==> src/rtl/sigmoid_pipe_if.sv <==
// sigmoid_pipe_if: valid/ready stream bundle between a sample producer, the sigmoid pipe and its consumer
// Signals: in_valid/in_ready/x (input side), out_valid/out_ready/out (output side), mode (tanh select, only with SIGMOID_TANH_MODE_EN)
// Modports: master = producer/consumer side, slave = sigmoid_pipe side
interface sigmoid_pipe_if #(
  parameter int IN_W = 32,
  parameter int OUT_W = 16
);
  logic in_valid;
  logic in_ready;
  logic signed [IN_W-1:0] x;
  logic out_valid;
  logic out_ready;
  logic signed [OUT_W-1:0] out;
`ifdef SIGMOID_TANH_MODE_EN
  logic mode;
  modport master(output in_valid, x, mode, out_ready, input in_ready, out_valid, out);
  modport slave(input in_valid, x, mode, out_ready, output in_ready, out_valid, out);
`else
  modport master(output in_valid, x, out_ready, input in_ready, out_valid, out);
  modport slave(input in_valid, x, out_ready, output in_ready, out_valid, out);
`endif
endinterface

==> src/rtl/sigmoid_pipe.sv <==
// sigmoid_pipe: 3-stage shift-add piecewise-linear sigmoid with valid/ready backpressure
// Ports: clk, rst (sync, active-high), s (sigmoid_pipe_if.slave: in_valid/in_ready/x in, out_valid/out_ready/out out)
// Option: define SIGMOID_TANH_MODE_EN to add s.mode (1 = tanh via 2*sigmoid(2x)-1)
module sigmoid_pipe #(
  parameter int IN_W = 32,
  parameter int IN_FRAC = 16,
  parameter int OUT_W = 16,
  parameter int OUT_FRAC = 14
) (
  input logic clk,
  input logic rst,
  sigmoid_pipe_if.slave s
);
  localparam int W = IN_W + OUT_W + 2;
  localparam int RS = OUT_FRAC < IN_FRAC ? IN_FRAC - OUT_FRAC : 0;
  localparam int LS = OUT_FRAC < IN_FRAC ? 0 : OUT_FRAC - IN_FRAC;
  localparam logic [IN_W-1:0] ONE = IN_W'(1) << IN_FRAC;
  localparam logic [IN_W-1:0] MAXP = {1'b0, {(IN_W-1){1'b1}}};
  localparam logic [IN_W-1:0] MINN = {1'b1, {(IN_W-1){1'b0}}};
  localparam logic [IN_W-1:0] T_SAT = IN_W'(5) << IN_FRAC;
  localparam logic [IN_W-1:0] T_SEG2 = IN_W'(19) << (IN_FRAC - 3);
  localparam logic [IN_W-1:0] C0 = ONE >> 1;
  localparam logic [IN_W-1:0] C1 = IN_W'(5) << (IN_FRAC - 3);
  localparam logic [IN_W-1:0] C2 = IN_W'((64'd27 << IN_FRAC) >> 5);
  localparam logic signed [W-1:0] ONE_W = W'(1) << IN_FRAC;
  localparam logic signed [W-1:0] HALF = (W'(1) << RS) >> 1;
  localparam logic signed [W-1:0] OUT_MAX = W'(1) << OUT_FRAC;
  localparam logic signed [W-1:0] ZERO = '0;
  logic m_in;
`ifdef SIGMOID_TANH_MODE_EN
  assign m_in = s.mode;
`else
  assign m_in = 1'b0;
`endif
  logic adv;
  logic [IN_W-1:0] xe, a_d, p_d, q;
  logic [1:0] seg_d;
  logic signed [W-1:0] qw, t, r, lo;
  logic [OUT_W-1:0] out_d;
  logic v1_q, neg1_q, m1_q, v2_q, neg2_q, m2_q, v3_q;
  logic [1:0] seg1_q;
  logic [IN_W-1:0] a1_q, p2_q;
  logic [OUT_W-1:0] out_q;
  assign adv = !v3_q || s.out_ready;
  assign s.in_ready = adv;
  assign s.out_valid = v3_q;
  assign s.out = out_q;
  // tanh doubles x with saturation so that sigmoid(2x) can be reused
  assign xe = !m_in ? s.x
            : (s.x[IN_W-1] ^ s.x[IN_W-2]) ? (s.x[IN_W-1] ? MINN : MAXP)
            : {s.x[IN_W-2:0], 1'b0};
  assign a_d = xe == MINN ? MAXP : xe[IN_W-1] ? -xe : xe;
  assign seg_d = a_d >= T_SAT ? 2'd3 : a_d >= T_SEG2 ? 2'd2 : a_d >= ONE ? 2'd1 : 2'd0;
  assign p_d = seg1_q == 2'd0 ? (a1_q >> 2) + C0
             : seg1_q == 2'd1 ? (a1_q >> 3) + C1
             : seg1_q == 2'd2 ? (a1_q >> 5) + C2
             : ONE;
  assign q = neg2_q ? ONE - p2_q : p2_q;
  assign qw = $signed({{(W-IN_W){1'b0}}, q});
  assign t = m2_q ? (qw <<< 1) - ONE_W : qw;
  // round half up (floor after adding half an output LSB) or widen by left shift
  assign r = ((t + HALF) >>> RS) <<< LS;
  assign lo = m2_q ? -OUT_MAX : ZERO;
  assign out_d = OUT_W'(r > OUT_MAX ? OUT_MAX : r < lo ? lo : r);
  always_ff @(posedge clk)
    if (rst) begin
      v1_q <= 1'b0;
      v2_q <= 1'b0;
      v3_q <= 1'b0;
      out_q <= '0;
    end else if (adv) begin
      v1_q <= s.in_valid;
      neg1_q <= xe[IN_W-1];
      m1_q <= m_in;
      a1_q <= a_d;
      seg1_q <= seg_d;
      v2_q <= v1_q;
      neg2_q <= neg1_q;
      m2_q <= m1_q;
      p2_q <= p_d;
      v3_q <= v2_q;
      if (v2_q) out_q <= out_d;
    end
endmodule
==> src/flat_wrapper.sv <==
// flat-port wrapper written by rule: the top's interface ports become plain ports
module sigmoid_pipe_flat 
#(
  parameter int IN_W = 32,
  parameter int IN_FRAC = 16,
  parameter int OUT_W = 16,
  parameter int OUT_FRAC = 14
)
  (clk, rst, s_in_valid, s_x, s_out_ready, s_in_ready, s_out_valid, s_out);
  sigmoid_pipe_if #(.IN_W(IN_W), .OUT_W(OUT_W)) s_i ();
  input logic clk;
  input logic rst;
  input wire logic [$bits(s_i.in_valid)-1:0] s_in_valid;
  input wire logic [$bits(s_i.x)-1:0] s_x;
  input wire logic [$bits(s_i.out_ready)-1:0] s_out_ready;
  output wire logic [$bits(s_i.in_ready)-1:0] s_in_ready;
  output wire logic [$bits(s_i.out_valid)-1:0] s_out_valid;
  output wire logic [$bits(s_i.out)-1:0] s_out;
  assign s_i.in_valid = s_in_valid;
  assign s_i.x = s_x;
  assign s_i.out_ready = s_out_ready;
  assign s_in_ready = s_i.in_ready;
  assign s_out_valid = s_i.out_valid;
  assign s_out = s_i.out;
  sigmoid_pipe #(.IN_W(IN_W), .IN_FRAC(IN_FRAC), .OUT_W(OUT_W), .OUT_FRAC(OUT_FRAC)) u_core (.clk(clk), .rst(rst), .s(s_i));
endmodule
==> config.mk <==
export PLATFORM = sky130hd
export DESIGN_NAME = sigmoid_pipe_flat
export DESIGN_NICKNAME = d
export VERILOG_FILES = /design/src/rtl/sigmoid_pipe_if.sv /design/src/rtl/sigmoid_pipe.sv /design/src/flat_wrapper.sv
export SDC_FILE = /design/constraint.sdc
export NUM_CORES = 1
export LEC_CHECK = 0
export ABC_AREA = 0
export BUFFER_PORTS_ARGS = -buffer_cell sky130_fd_sc_hd__buf_2
export CORE_MARGIN = 5
export CORE_UTILIZATION = 40
export CTS_BUF_LIST = sky130_fd_sc_hd__clkbuf_16
export DETAILED_ROUTE_END_ITERATION = 8
export PLACE_DENSITY = 0.68
export SETUP_SLACK_MARGIN = 0.05
export SLEW_MARGIN = 20
export SYNTH_ARGS = -nofsm -noshare
export SYNTH_HDL_FRONTEND = slang
export SYNTH_SLANG_ARGS = --single-unit
==> constraint.sdc <==
create_clock -name clk -period 5.5 [get_ports clk]
set_input_delay 0.55 -clock clk [delete_from_list [all_inputs] [get_ports clk]]
set_output_delay 0.55 -clock clk [all_outputs]
set_load 0.02 [all_outputs]
After elaboration in Yosys (flattened, before gate mapping)
Index checks and enable logic that the tools add are counted.

Register bits after elaboration: 87. Output and inout bits: 18. Logic and storage cells: 41. Input bits: 36.

Order comparisons: 5. Reduce and logical (&&, ||, !) cells: 6. $add $sub $neg: 6. Equality and inequality tests: 3. Muxes and demuxes: 10. Bitwise operators: 1.

Operators by type and width (count): two-way mux 32 bit (6); adder 32 x 2 -> 33 bit (second input constant) (1); == test 32 bit (second input constant) (1); greater-or-equal comparator 32 x 17 -> 1 bit (second input constant) (1); greater-or-equal comparator 32 x 18 -> 1 bit (second input constant) (1); greater-or-equal comparator 32 x 19 -> 1 bit (second input constant) (1); two-way mux 16 bit (2); negation 32 bit (1); subtractor 17 x 32 -> 32 bit (first input constant) (1); adder 30 x 16 -> 31 bit (second input constant) (1); greater-than comparator 31 x 15 -> 1 bit (second input constant) (1); less-than comparator 31 x 1 -> 1 bit (second input constant) (1); adder 29 x 16 -> 30 bit (second input constant) (1); adder 27 x 16 -> 28 bit (second input constant) (1); AND reduction 2 bit (2); == test 2 x 1 -> 1 bit (second input constant) (1); == test 2 bit (second input constant) (1); logical NOT 2 bit (1); two-way mux 1 bit (2); OR reduction 2 bit (1); logical NOT 1 bit (1); logical OR 1 bit (1); inverter 1 bit (1).

Longest topological paths before layout
Gate-level depths: netlist (run 1).

Depth in word-level cells: 6. Depth in mapped cells: 16. Mapped depth without buffers: 13.

Least setup slack after synthesis (run 1)
Ideal clock, no wire load.

Path kind: register to register. Start point: register u_core.neg2_q. End point: register u_core.out_q[13], in the netlist u_core.s.out[13]. Slack: 1.044 ns. Stages on the path, launching flop included: 16. Data required time: 5.404 ns. Arrival: 4.361 ns. Period minus slack after synthesis: 4.456 ns. Library setup time: 0.096 ns. Path buffers: 4. Path through: edfxtp_1 clkbuf_1 clkbuf_1 buf_1 buf_2 nand2b_1 xnor2_1 ha_1 nand2_1 a211oi_4 nand3_4 or4_1 or3_1 a211o_1 or3_4 o41ai_2.

Longest elaborated chain between the ends: 5. Elaborated cells between the ends (all ways): 6. Those cells by class: 1 x add/sub; 2 x order compare; 3 x mux.

Ends and longest elaborated chain: from (decl) (RTL line sigmoid_pipe.sv:40) `logic v1_q, neg1_q, m1_q, v2_q, neg2_q, m2_q, v3_q;`; from (signal assigned) (RTL line sigmoid_pipe.sv:78) `neg2_q <= neg1_q;`; two-way mux 32 bit * (RTL line sigmoid_pipe.sv:58) `assign q = neg2_q ? ONE - p2_q : p2_q;`; adder 32 x 2 -> 33 bit * (RTL line sigmoid_pipe.sv:62) `assign r = ((t + HALF) >>> RS) <<< LS;`; less-than comparator 31 x 1 -> 1 bit (RTL line sigmoid_pipe.sv:64) `assign out_d = OUT_W'(r > OUT_MAX ? OUT_MAX : r < lo ? lo : r);`; two-way mux 16 bit (RTL line sigmoid_pipe.sv:64); two-way mux 16 bit * (RTL line sigmoid_pipe.sv:64); to (signal assigned) (RTL line sigmoid_pipe.sv:82) `if (v2_q) out_q <= out_d;`; to (decl) (RTL line sigmoid_pipe.sv:43) `logic [OUT_W-1:0] out_q;`.

Mark *: on every way between the ends. The rest lies on a longest branch, timed or not. A chain may end at the register's enable or synchronous reset.

Worst setup path in the final report (run 1)
Start point: register u_core.p2_q[8]. End point: register u_core.out_q[1], in the netlist u_core.s.out[1].

Longest elaborated chain between the ends: 6. Elaborated cells between the ends (all ways): 7. Those cells by class: 2 x add/sub; 2 x order compare; 3 x mux.

Ends and longest elaborated chain: from (decl) (RTL line sigmoid_pipe.sv:42) `logic [IN_W-1:0] a1_q, p2_q;`; from (signal assigned) (RTL line sigmoid_pipe.sv:80) `p2_q <= p_d;`; subtractor 17 x 32 -> 32 bit (RTL line sigmoid_pipe.sv:58); two-way mux 32 bit * (RTL line sigmoid_pipe.sv:58); adder 32 x 2 -> 33 bit * (RTL line sigmoid_pipe.sv:62); less-than comparator 31 x 1 -> 1 bit (RTL line sigmoid_pipe.sv:64); two-way mux 16 bit (RTL line sigmoid_pipe.sv:64); two-way mux 16 bit * (RTL line sigmoid_pipe.sv:64).

Marks and branches as above.

==> qor.csv, run 1 <==
metric;value;unit
Hold Crit Class;input port to register;
Final nets;891;
Synth Cell Area;7090;um2
relative max-transition margin;39.3;%
YS warnings;0;
Clock Path Buffers;2;
Worst-path clk slew;0.06;ns
R2R Setup Slk;0.84;ns
top-count cell post-synth;nand2_1;
status;finished clean;
top cells by count, synth;nand2_1 (92), edfxtp_1 (65), nor2_1 (57), xor2_1 (57), o21ai_0 (47);
Slew Limit Fails;0;
post-synthesis simple-gate area fraction;26.9;%
post-CTS sizing;0;
initial antenna violation count;0;
worst hold slack;0.435;ns
clock share of power;35.5;%
GR Util met3;2.88;%
ANT nets after route;0;
Worst Reg2Reg Path Length in Cells;10;
total design power;1.68;mW
worst-margin pin slew;0.903;ns
fraction of layout cells with a size suffix above 1;12.8;%
worst r2r src;u_core.p2_q[8];
CTS sink cnt;84;
synth top area cells;edfxtp_1 (28%), xor2_1 (7.0%), dfxtp_1 (5.4%);
Yosys top cell area share;27.5;%
first-pass GRT wire length;25.9;mm
MaxCap Viol Count;0;
critical path fanouts, max;13;
detailed-route wire length per cell;13.9;um
Max rail drop VDD;0.162;mV
number of flops mapped to enable cells by yosys;65;
P per Cell Area;217;nW/um2
worst hold start;s_in_valid;
placed insts;1061;
Clock Skew;0.00764;ns
Row Count;48;
sw power;0.475;mW
vias in the first global route;5432;
Area Overhead vs Synth;8.81;%
die height;143;um
setup ws final;0.840;ns
RSZ-0062 raised after global routing;false;
setup_tns;0;ns
Synth Area per Inst;8.46;um2
Die Width;143;um
Final Setup Violations;0;
Antenna Cells;0;
largest net degree at the start of global routing;66;
met2 Use GR;23.5;%
DP Area;7420;um2
Int Pwr;1.20;mW
post-synthesis cell type count;82;
switching share of power;28.3;%
Seq pwr share;46.0;%
Hold Violations, Final;0;
Compound-Gate Fraction of Synth Area;21.3;%
Starting Density;40.8;%
I/O Buffers;53;
cell at the root of the clock tree;clkbuf_16;
gr ovfl total;0;
Pleak;2.75;nW
Top Usage Layer GRT;met2;
CTS tree;built;
gp weighted congestion;0.846;
# DRC;0;
mux cell area share after synthesis;1.41;%
dpl ws;0.901;ns
CP Data Required Time;5.79;ns
combinational family with the most area after synthesis;simple AND/OR/NAND/NOR gates;
filler cell count;1708;
drt first-iter violations;540;
DRT Wirelength;14.9;mm
Post-synth ARST share;0;%
GRT Overall Usage;15.0;%
cell area after layout;7710;um2
Worst Setup Start Kind;register;
syn_nets;882;
Seq/Total Area, Yosys;32.9;%
clock latency on the worst-skew pair;0.35;ns
CORE AREA;17400;um2
Arr. time, crit path;4.95;ns
Gate power share;18.4;%
Post-Layout Cell Count;1076;
hold buffer count at cts;0;
area leader, netlist;edfxtp_1;
Hold EP;u_core.v1_q;
Setup crit end kind;register;
Detailed Place HPWL;11.1;mm
via count;6032;
DR pass1 iterations;6;
Fmax achieved;215;MHz
ys flop type;edfxtp_1;
part of the cycle the worst path needs;84.7;%
global routing usage on met1;21.4;%
cell count after synthesis;838;
Via density;5.61;
minimum clock period;4.66;ns
DIE AREA;20500;um2
setup repair bufs after CTS;0;
CTS H-tree lvls;3;
WS Path Type;register to register;
xor and xnor area share after synthesis;11.4;%
CTS Buf Count;9;
adder-cell area share of the yosys netlist;1.41;%
hold depth;3;
# IOs;54;
register bit total from synthesis;84;
Finished Core Util;44.4;%
worst r2r dst;u_core.s.out[1];
[cell families after synthesis]
group | after synthesis
fa+ha+maj | 8
buf+inv | 77
flops | 84
xor+xnor | 92
compound gates | 214
mux | 10
simple gates | 353
[worst max-delay path: stages, from the launching register on]
cell and delay, ns:
edfxtp_1 0.52, or4_1 0.68, o41ai_1 0.53, xor2_1 0.29, a2111oi_0 0.57, nand2_1 0.28, or2_2 0.35, nor4_1 0.34
o22ai_2 0.14, nor4b_4 0.63, a32o_1 0.25
[layout by cell type (no fill, tap or decap), types with 9 or more instances in the layout]
cell type,count
nand4_1,14
a21oi_1,39
dfxtp_1,19
nand2_1,92
o31ai_1,18
inv_1,15
nor2b_1,18
or3_1,19
o22ai_1,17
nor3_1,32
o21ai_0,47
buf_2,53
a22o_1,13
xnor2_1,35
nor2_1,56
nand2b_1,13
mux2i_1,10
or2_2,14
nor4_1,16
clkbuf_16,9
xor2_1,57
nand3_1,23
a31oi_1,9
edfxtp_1,65
[metal layers]
metal,routed length (um),vias up,part of all wire [%]
li1,-,3153,-
met1,7530,2736,50
met2,6480,127,43
met3,746,16,5.0
met4,180,0,1.2
met5,0,-,0
[layout make-up]
| type | count | area, um2 | area share [%] |
|---|---|---|---|
| multi-input cells | 677 | 4430 | 57.5 |
| clock buffers | 9 | 225 | 2.92 |
| flip-flops and latches | 84 | 2330 | 30.2 |
| inverters | 15 | 56.3 | 0.730 |
| well taps | 225 | 282 | 3.65 |
| repair buffers | 60 | 318 | 4.12 |
| clock inverters | 6 | 65.1 | 0.844 |
[how the worst max path moves through the flow]
stage / from / endpoint / depth (start not counted)
finish: u_core.p2_q[8] / u_core.s.out[1] / 10
global route: u_core.p2_q[1] / u_core.s.out[1] / 12
CTS: u_core.p2_q[8] / u_core.s.out[1] / 10
detailed placement: u_core.p2_q[8] / u_core.s.out[1] / 10
global placement: u_core.p2_q[8] / u_core.s.out[1] / 10
floorplan: u_core.neg2_q / u_core.s.out[13] / 15
[state kept, by name, indices dropped and copies added, names as in the netlist]
name,flops
u_core.neg1_q,1
u_core.v2_q,1
u_core.seg1_q,2
u_core.neg2_q,1
u_core.p2_q,31
u_core.s.out_valid,1
u_core.s.out,16
u_core.a1_q,30
u_core.v1_q,1
[power groups by stage]
stage / registers (mW) / clock network [mW] / logic, mW
2_1_floorplan: 0.758 / 0 / 0.261
3_3_place_gp: 0.783 / 0 / 0.307
3_5_place_dp: 0.785 / 0 / 0.309
4_1_cts: 0.771 / 0.611 / 0.310
5_1_grt: 0.779 / 0.637 / 0.348
6_report: 0.772 / 0.596 / 0.309
Note: power is estimated with default switching activity, not from simulation.
==> inputs of run 2 (changes only) <==
--- a/config.mk
+++ b/config.mk
@@ -11,7 +11,7 @@
 export CORE_UTILIZATION = 40
 export CTS_BUF_LIST = sky130_fd_sc_hd__clkbuf_16
 export DETAILED_ROUTE_END_ITERATION = 8
-export PLACE_DENSITY = 0.68
+export PLACE_DENSITY = 0.7
 export SETUP_SLACK_MARGIN = 0.05
 export SLEW_MARGIN = 20
 export SYNTH_ARGS = -nofsm -noshare
==> constraint.sdc (replaced) <==
create_clock -name clk -period 3.9 [get_ports clk]
set_input_delay 0.39 -clock clk [delete_from_list [all_inputs] [get_ports clk]]
set_output_delay 0.39 -clock clk [all_outputs]
set_load 0.02 [all_outputs]
==> run 2 against run 1 <==
  * The run now ends with setup timing left
  * Cell count up 5.7%
  * Non-clock buffer count grew 60
  * Sequential share of layout area is 2.3 points lower
  * Cell area rose by 8.1%
  * Maximum frequency grew 18%
  * Die area unchanged
  * Count of clock-buffer cells in the layout unchanged
  * Clock power is 47% higher
  * Utilization is 3.6 points higher
  * Via count grew 4.2%
==> qor.csv, run 2 (synthesized netlist as in run 1, its figures left out) <==
metric;value;unit
Area Overhead vs Synth;17.6;%
Metal-1 WL;7.51;mm
P per Cell Area;296;nW/um2
Via density;5.53;
CTS Buf Count;9;
failing checks;setup timing;
Worst Setup Start Kind;register;
CTS tree;built;
Pleak;3.12;nW
minimum clock period;3.95;ns
critical path fanouts, max;7;
largest net degree at the start of global routing;66;
CP Data Required Time;4.17;ns
MaxCap Viol Count;0;
# DRC;0;
# IOs;54;
status;finished with violations;
I/O Buffers;53;
cell area after layout;8340;um2
Die Width;143;um
Setup crit end kind;register;
CTS H-tree lvls;3;
met3 routed WL;807;um
Worst-path clk slew;0.06;ns
Row Count;48;
leading cell type in the layout, fill and taps excluded;nand2_1;
CTS sink cnt;84;
DP Area;7890;um2
Largest register FFs;31;
Arr. time, crit path;4.23;ns
clock latency on the worst-skew pair;0.34;ns
Slowest cell on crit path;or4_4;
via count;6286;
drt first-iter violations;569;
cell at the root of the clock tree;clkbuf_16;
relative max-transition margin;41.7;%
gr ovfl total;0;
first-pass GRT wire length;26.7;mm
GRT Overall Usage;15.5;%
Antenna Cells;0;
Max rail drop VDD;0.283;mV
slowest stage delay, CP;0.61;ns
CORE AREA;17400;um2
ANT nets after route;0;
die height;143;um
Hold Crit Class;input port to register;
area of the multi-input gates;4580;um2
WS Path Type;register to register;
initial antenna violation count;0;
Reg area;2330;um2
Hold Violations, Final;0;
Top reg by flops;u_core.p2_q;
Fmax achieved;253;MHz
dpl ws;-0.103;ns
Clock Path Buffers;2;
Final Setup Violations;14;
met2 wire len;7.28;mm
hold buffer count at cts;0;
Final nets;951;
DRT Wirelength;15.7;mm
Highest Signal Layer;met4;
Detailed Place HPWL;11.9;mm
filler cell count;1632;
RSZ-0062 raised after global routing;true;
detailed-route wire length per cell;13.8;um
DIE AREA;20500;um2
Slew Limit Fails;0;
Starting Density;40.8;%
DR pass1 iterations;5;
part of the cycle the worst path needs;101;%
fraction of layout cells with a size suffix above 1;20.9;%
most frequent cells in the layout;nand2_1 (91), buf_4 (66), edfxtp_1 (65), nor2_1 (56), xor2_1 (56);
gp weighted congestion;0.889;
Clock Skew;0.00982;ns
worst-margin pin slew;0.872;ns
vias in the first global route;5736;
setup ws final;-0.0545;ns
ordered cell list for the critical path;or4_4 > buf_4 > o31a_1 > o31ai_4 > nand3_4 > or4_4 > or3_4 > a211o_1 > nor4b_4 > buf_4 > a22o_1;
==> run 2: cell type report <==
cell class | count | share of cell area [%]
clock buffers | 9 | 2.70
flip-flops and latches | 84 | 28.0
well taps | 225 | 3.38
clock inverters | 7 | 1.10
repair buffers | 120 | 9.26
inverters | 15 | 0.675
multi-input cells | 677 | 54.9
==> run 2: final timing paths <==
path	start	end	slack, ns	cells after the start
worst max-delay path	u_core.p2_q[6]	u_core.s.out[0]	-0.05	11
worst max register to register	u_core.p2_q[6]	u_core.s.out[0]	-0.05	11
worst min-delay path	s_in_valid	u_core.v1_q	0.30	3
worst min register to register	u_core.s.out[15]	u_core.s.out[15]	0.45	1
==> run 2: timing repair <==
action                                  4_1_cts  5_1_grt
buffers inserted                              2        0
gates cloned                                  0        1
gates resized for setup                       6       18
endpoints found under the setup margin       15       15
pin swaps                                     1        9
==> run 2: critical path: cells and delay by family, from the launching register on <==
| family | cells | cell delay (ns) |
|---|---|---|
| flip-flops | 1 | 0.42 |
| AND/OR/NAND/NOR | 5 | 1.98 |
| buffers and inverters | 2 | 0.40 |
| AO/OA/AOI/OAI | 4 | 1.10 |
==> run 2: power by group <==
group	switching [mW]	internal, mW	total, mW
sequential	0.0531	1.02	1.07
clock	0.321	0.557	0.879
combinational	0.290	0.227	0.517
total	0.664	1.81	2.47
==> run 2: layer usage <==
metal / up-vias / global-route usage (%)
met4: 0 / 3.35
met3: 17 / 2.85
met1: 2833 / 21.5
li1: 3275 / -
met2: 161 / 25.1
met5: - / 0
==> run 2: stage by stage <==
stage | power (mW) | utilization, % | setup TNS, ns | instances | hold WS (ns)
6_report | 2.47 | 48.0 | -0.414 | 1137 | 0.300
3_5_place_dp | 1.59 | 45.5 | -1.06 | 1118 | 0.442
4_1_cts | 2.48 | 47.5 | 0 | 1136 | 0.291
3_3_place_gp | 1.58 | 45.5 | -0.0127 | 1118 | 0.440
2_1_floorplan | 1.44 | - | -0.643 | 838 | 0.400
5_1_grt | 2.60 | 48.0 | -2.54 | 1137 | 0.305
